**config.mk**
```make
export PLATFORM = sky130hd
export DESIGN_NAME = s_axis_rq_arbiter
export DESIGN_NICKNAME = d
export VERILOG_FILES = /design/src/rtl/s_axis_rq_arbiter.sv
export SDC_FILE = /design/constraint.sdc
export NUM_CORES = 1
export LEC_CHECK = 0
export CAP_MARGIN = 30
export CORE_AREA = 2 2 345 347
export DETAILED_ROUTE_END_ITERATION = 16
export DIE_AREA = 0 0 347 349
export SLEW_MARGIN = 0
export SYNTH_ARGS = -nofsm -noshare
export SYNTH_HDL_FRONTEND = slang
export SYNTH_SLANG_ARGS = --single-unit
```
**constraint.sdc**
```tcl
create_clock -name user_clk -period 2 [get_ports user_clk]
set_clock_uncertainty 0.2 [all_clocks]
set_input_delay 0.4 -clock user_clk [delete_from_list [all_inputs] [get_ports user_clk]]
set_output_delay 0.4 -clock user_clk [all_outputs]
set_load 0.02 [all_outputs]
```
**src/rtl/s_axis_rq_arbiter.sv**
```systemverilog
// s_axis_rq_arbiter: two-requester AXI-Stream packet arbiter that feeds a single RQ adapter.
// Ownership is granted per packet with round-robin on ties. It is released only after the
// owner's tlast beat is accepted. Each packet costs one idle arbitration cycle.
// Optional stall watchdog: define RQ_ARB_WDOG_EN to build it. Without it, wdog_err reads 0.
module s_axis_rq_arbiter #(
    parameter int DATA_WIDTH  = 256,
    parameter int KEEP_WIDTH  = DATA_WIDTH / 8,
    parameter int WDOG_CYCLES = 1024
) (
    input  logic                  user_clk,
    input  logic                  user_reset_n,

    input  logic [DATA_WIDTH-1:0] s0_axis_rq_tdata,
    input  logic [KEEP_WIDTH-1:0] s0_axis_rq_tkeep,
    input  logic                  s0_axis_rq_tlast,
    input  logic [3:0]            s0_axis_rq_tuser,
    input  logic                  s0_axis_rq_tvalid,
    output logic                  s0_axis_rq_tready,

    input  logic [DATA_WIDTH-1:0] s1_axis_rq_tdata,
    input  logic [KEEP_WIDTH-1:0] s1_axis_rq_tkeep,
    input  logic                  s1_axis_rq_tlast,
    input  logic [3:0]            s1_axis_rq_tuser,
    input  logic                  s1_axis_rq_tvalid,
    output logic                  s1_axis_rq_tready,

    output logic [DATA_WIDTH-1:0] m_axis_rq_tdata,
    output logic [KEEP_WIDTH-1:0] m_axis_rq_tkeep,
    output logic                  m_axis_rq_tlast,
    output logic [3:0]            m_axis_rq_tuser,
    output logic                  m_axis_rq_tvalid,
    input  logic                  m_axis_rq_tready,

    output logic [1:0]            grant,
    output logic                  wdog_err,
    input  logic                  wdog_clr
);

    typedef enum logic [1:0] {
        IDLE = 2'd0,
        GNT0 = 2'd1,
        GNT1 = 2'd2
    } state_t;

    localparam logic [15:0] WDOG_LIMIT = 16'(WDOG_CYCLES - 1);

    state_t state_q, state_d;
    logic   last_owner_q, last_owner_d;
    logic   beat_accept;

    // State and last-owner registers; last_owner resets to 1 so s0 wins the first tie
    always_ff @(posedge user_clk or negedge user_reset_n) begin
        if (!user_reset_n) begin
            state_q      <= IDLE;
            last_owner_q <= 1'b1;
        end else begin
            state_q      <= state_d;
            last_owner_q <= last_owner_d;
        end
    end

    // Next-state selection and the combinational output mux toward the adapter
    always_comb begin
        state_d           = state_q;
        last_owner_d      = last_owner_q;
        m_axis_rq_tdata   = '0;
        m_axis_rq_tkeep   = '0;
        m_axis_rq_tlast   = 1'b0;
        m_axis_rq_tuser   = 4'd0;
        m_axis_rq_tvalid  = 1'b0;
        s0_axis_rq_tready = 1'b0;
        s1_axis_rq_tready = 1'b0;
        grant             = 2'b00;
        beat_accept       = 1'b0;

        case (state_q)
            IDLE: begin
                if (s0_axis_rq_tvalid && s1_axis_rq_tvalid) begin
                    state_d = last_owner_q ? GNT0 : GNT1;
                end else if (s0_axis_rq_tvalid) begin
                    state_d = GNT0;
                end else if (s1_axis_rq_tvalid) begin
                    state_d = GNT1;
                end
            end

            GNT0: begin
                m_axis_rq_tdata   = s0_axis_rq_tdata;
                m_axis_rq_tkeep   = s0_axis_rq_tkeep;
                m_axis_rq_tlast   = s0_axis_rq_tlast;
                m_axis_rq_tuser   = s0_axis_rq_tuser;
                m_axis_rq_tvalid  = s0_axis_rq_tvalid;
                s0_axis_rq_tready = m_axis_rq_tready;
                grant             = 2'b01;
                beat_accept       = s0_axis_rq_tvalid && m_axis_rq_tready;
                if (beat_accept && s0_axis_rq_tlast) begin
                    state_d      = IDLE;
                    last_owner_d = 1'b0;
                end
            end

            GNT1: begin
                m_axis_rq_tdata   = s1_axis_rq_tdata;
                m_axis_rq_tkeep   = s1_axis_rq_tkeep;
                m_axis_rq_tlast   = s1_axis_rq_tlast;
                m_axis_rq_tuser   = s1_axis_rq_tuser;
                m_axis_rq_tvalid  = s1_axis_rq_tvalid;
                s1_axis_rq_tready = m_axis_rq_tready;
                grant             = 2'b10;
                beat_accept       = s1_axis_rq_tvalid && m_axis_rq_tready;
                if (beat_accept && s1_axis_rq_tlast) begin
                    state_d      = IDLE;
                    last_owner_d = 1'b1;
                end
            end

            default: begin
                state_d = IDLE;
            end
        endcase
    end

`ifdef RQ_ARB_WDOG_EN
    logic [15:0] wdog_cnt_q, wdog_cnt_d;
    logic        wdog_err_q, wdog_err_d;

    // Watchdog register bank, cleared with the rest of the arbiter
    always_ff @(posedge user_clk or negedge user_reset_n) begin
        if (!user_reset_n) begin
            wdog_cnt_q <= 16'd0;
            wdog_err_q <= 1'b0;
        end else begin
            wdog_cnt_q <= wdog_cnt_d;
            wdog_err_q <= wdog_err_d;
        end
    end

    // Count owner stall cycles mid-packet. The sticky error sets at the limit, and set beats clear.
    always_comb begin
        wdog_cnt_d = wdog_cnt_q;
        if (state_q == IDLE || state_d == IDLE || beat_accept) begin
            wdog_cnt_d = 16'd0;
        end else if (!m_axis_rq_tvalid && wdog_cnt_q != 16'hFFFF) begin
            wdog_cnt_d = wdog_cnt_q + 16'd1;
        end

        wdog_err_d = wdog_err_q && !wdog_clr;
        if (state_q != IDLE && wdog_cnt_q == WDOG_LIMIT) begin
            wdog_err_d = 1'b1;
        end
    end

    assign wdog_err = wdog_err_q;
`else
    logic [16:0] unused_wdog;

    assign unused_wdog = {wdog_clr, WDOG_LIMIT};
    assign wdog_err    = 1'b0;
`endif

endmodule

```
---- Word-level counts from Yosys, hierarchy flattened ----
Index checks and enable logic that the tools add are counted.
word-level totals
  bits of input ports ..................... 592
  output and inout port bits .............. 299
  ROM bits ................................ 0
  memories kept ........................... 0
  logic and storage cells ................. 34
  flip-flop bits (word level) ............. 3
  bits in writable memories ............... 0
  bits in latches ......................... 0
cells by class
  bitwise logic cells ..................... 0
  shift-type cells ........................ 0
  $add $sub $neg .......................... 0
  $lt $le $gt $ge ......................... 0
  divide/modulo/power cells ............... 0
  reductions and logical operators ........ 9
  $mul .................................... 0
  multiplexer cells ....................... 18
  equality and inequality tests ........... 5
operators by type and width
  cell                                                                    count
  256-bit case mux with 2 select lines                                    1
  32-bit case mux with 2 select lines                                     1
  2-bit two-way mux                                                       6
  4-bit case mux with 2 select lines                                      1
  1-bit case mux with 2 select lines                                      3
  2-bit case mux with 3 select lines                                      1
  3-bit AND reduction                                                     2
  1-bit logical AND                                                       5
  1-bit two-way mux                                                       4
  2-bit != test (second input constant)                                   2
  4-bit != test (second input constant)                                   1
  2-bit case mux with 2 select lines                                      1
  2-bit by 1-bit equality test with 1-bit output (second input constant)  1
  2-bit equality test (second input constant)                             1
  2-bit zero test                                                         1
  2-bit nonzero test                                                      1

---- Logic depth before layout (Yosys ltp) ----
  word-level depth ........................ 4
  mapped depth ............................ 7

---- Least setup slack after synthesis ----
Ideal clock, no wire load.
  kind .................................... register -> output
  start ................................... register state_q[0]
  end ..................................... output m_axis_rq_tdata[181]
  data required time ...................... 1.400 ns
  path buffers ............................ 3
  cell stages (with the launch flop) ...... 8
  arrival time ............................ 1.692 ns
  path slack .............................. -0.292 ns
  cell sequence ........................... dfrtp_1 > inv_1 > ha_1 > clkbuf_1 > clkbuf_1 > buf_2 > a22oi_1 > nor2b_1
between the ends
  longest elaborated chain between the ends .. 2
  elaborated cells between the ends (all ways) .. 3
  those cells by class .................... eq/ne (2); mux (1)
RTL lines
  element                                                                                       line  text
  start: declaration                                                                            47    state_t state_q, state_d;
  start signal: assignment                                                                      57    state_q <= state_d;
  2-bit equality test / 2-bit by 1-bit equality test with 1-bit output (equally long branches)  76    case (state_q)
  256-bit case mux with 2 select lines (*)                                                      76
  end: declaration                                                                              27    output logic [DATA_WIDTH-1:0] m_axis_rq_tdata,
Mark *: on every way between the ends. The rest lies on a longest branch, timed or not.

---- Final worst setup path ----
  start ................................... register state_q[0]
  end ..................................... output m_axis_rq_tdata[71]
The elaborated chain is that of the path after synthesis.

==> run_results.csv <==
group,metric,value,unit
synthesis,synth_edf_count,0,
clock_tree,cts.sinks,3,
global_routing,grt_pass1_vias,10100,
sta,slew_headroom,60.5,%
placed_design,port_buffers,888,
final_layout,fillers,13100,
floorplan,core,0.117,mm^2
run_status,violations,"setup timing",
floorplan,ios,891,
critical_path,reg2reg_to,"state_q[1]",
critical_path,cp_slowest_cell,"a22oi_2",
floorplan,fp.dieH,349,um
power,ir_drop,0.753,mV
final_layout,area_growth,329,%
synthesis,ys_seq_area_share,1.60,%
synthesis,synthFlopType,"dfrtp_1",
placed_design,gp_congestion,0.959,
critical_path,crit_arrival,2.28,ns
detailed_routing,routed_via_density,3.28,
power,power.density,1570,mW/mm^2
detailed_routing,wl_per_cell,30.0,um
clock_tree,clk_latency,0.22,ns
detailed_routing,drt_iter0_drc,507,
sta,timing.fmax,347,MHz
synthesis,netlist_area,0.00477,mm^2
global_routing,grt_overflow,0,
sta,setup_viol,300,
critical_path,cp.required,1.40,ns
critical_path,cp-end-kind,"primary output",
sta,whs,0.171,ns
sta,hold_viol,0,
synthesis,synth.distinct_cells,24,
detailed_routing,vias,10700,
clock_tree,cts_buffers,3,
synthesis,synth.area.top_cells,"a22oi_1, nor2b_1, buf_2",
detailed_routing,first_pass_iters,4,
floorplan,start_util,4.07,%
global_routing,grt_use_total,13.7,%
final_layout,final_cells,3244,
sta,finalCritPeriodShare,144,%
min_path,hold_class,"input pin to asynchronous set/reset pin",
critical_path,reg2reg_from,"state_q[0]",
critical_path,path_cells,"inv_2 -> ha_4 -> buf_16 -> buf_16 -> buf_12 -> a22oi_2 -> buf_4 -> nor2b_4 -> buf_12",
placed_design,hpwl,81500,um
critical_path,slowest_delay,0.51,ns
critical_path,critPathMaxFanout,6,
detailed_routing,drc,0,
sta,fin_ws,-0.883,ns
synthesis,async_reset_ff_share,100,%
detailed_routing,postRouteAntennaNets,0,
final_layout,multi_input_area,0.00616,mm^2
synthesis,synthTopCellsByCount,"a22oi_1, nor2b_1, buf_2, clkbuf_1, ha_1",
synthesis,synth_top_area_share,46.2,%
run_status,outcome,"complete, but fails checks",
floorplan,fp.dieArea,0.121,mm^2
synthesis,syn-num-nets,1311,
critical_path,critPathKind,"register to primary output",
clock_tree,cts_htree_levels,1,
sta,fin_crit,2.88,ns
detailed_routing,wl,97400,um
clock_tree,clockBufferDepth,2,
critical_path,worstRegToRegCells,7,
floorplan,die_w,347,um
floorplan,rows,126,
sta,rsz0062_at_grt,"true",
global_routing,antenna_found_initial,57,
global_routing,grt_max_degree,55,
final_layout,seq_area,77.6,um^2
power,power_leakage,0.00711,uW
final_layout,fin_nets,2297,
synthesis,syn_inst,714,
critical_path,start_kind,"register",
sta,drv_slew,0,
critical_path,rrSetupSlack,-0.34,ns
final_layout,drive_above_1_share,56.3,%
placed_design,dp_cells,3149,
sta,tns,-151.43,ns
clock_tree,cts_hold_buf,0,
clock_tree,root_buffer,"clkbuf_16",
critical_path,worst-path-buf-inv,6,
global_routing,grt_pass1_wl,109000,um
synthesis,avgSynthCellArea,6.69,um^2
synthesis,ys_ff_latch,3,
clock_tree,tritoncts,"built",
critical_path,crit_family,"buffers and inverters",
synthesis,yosysWarnings,0,
clock_tree,clkSlewWorstSetupHoldPaths,0.03,ns
sta,tightest_slew,0.592,ns
run,maxCapViolCount,0,
synthesis,synth_top_cell_by_area,"a22oi_1",
power,p_total,32200,uW
## final cells by class
| cell class | instances | area share, % |
|---|---|---|
| Clock buffer | 4 | 0.385 |
| Antenna cell | 9 | 0.110 |
| Sequential cell | 3 | 0.379 |
| Multi-Input combinational cell | 609 | 30.1 |
| Inverter | 2 | 0.0366 |
| Timing Repair Buffer | 1081 | 59.6 |
| Tap cell | 1536 | 9.38 |
## worst max-delay path by stage
stage	from	endpoint	slack, ns	depth (start not counted)
4_1_cts	state_q[0]	m_axis_rq_tdata[70]	-0.82	9
5_1_grt	state_q[0]	m_axis_rq_tdata[71]	-0.78	9
2_1_floorplan	state_q[1]	m_axis_rq_tdata[168]	-0.21	5
3_5_place_dp	state_q[0]	m_axis_rq_tdata[71]	-0.83	9
3_3_place_gp	state_q[1]	m_axis_rq_tdata[71]	-0.79	8
6_report	state_q[0]	m_axis_rq_tdata[71]	-0.88	9
## power by group
group	internal (uW)	switching (uW)	total (uW)
Combinational	16700	15200	31800
Sequential	98.8	25.5	124
Clock	263	50.5	313
Total	17000	15200	32200
## logic make-up after synthesis
logic type,after synthesis,synth area share (%)
compound gates,298,46.9
fa+ha+maj,5,1.31
buf+inv,102,9.59
flops,3,1.60
mux,3,0.681
other cells,1,0.0785
simple gates,302,39.8
## placed cells by master, fill, tap and decap left out, drive strengths merged
cell type and count:
buf 424, dfrtp 2, mux2i 1, clkbuf 55
nor2 1, o21ba 1, inv 2, a21boi 3
clkdlybuf4s15 13, nand2b 1, mux2 2, dlygate4sd2 2
a22oi 294, nor3b 1, clkdlybuf4s50 591, nor4 2
nor2b 294, and2 2, dfstp 1, diode 9
nand3 1, conb 1, ha 5
## flip-flops by register name (all words and copies together) (netlist names)
name,count
last_owner_q,1
state_q,2
## per-layer routing
metal	vias to the layer above	part of all wire [%]	routed length (um)	GRT usage, %
li1	4642	-	-	-
met1	5207	43	41400	18.0
met2	691	48	46800	23.1
met3	106	8.4	8190	4.02
met4	6	0.90	877	0.355
met5	-	0.036	35	0
## what timing repair did
item | 4_1_cts | 5_1_grt
gates resized for setup | 345 | 554
setup endpoints to repair | 300 | 300
pin swaps | 3 | 19
gates cloned | 1 | 30
buffers inserted | 2 | 53
## per-stage QoR
stage	setup WS [ns]	area [um^2]	util, %
3_3_place_gp	-0.795	18400	15.7
2_1_floorplan	-0.209	5850	-
5_1_grt	-0.781	20500	17.4
6_report	-0.883	20500	17.4
4_1_cts	-0.821	18600	15.8
3_5_place_dp	-0.827	18400	15.7
Power figures use the tool's default switching activity.
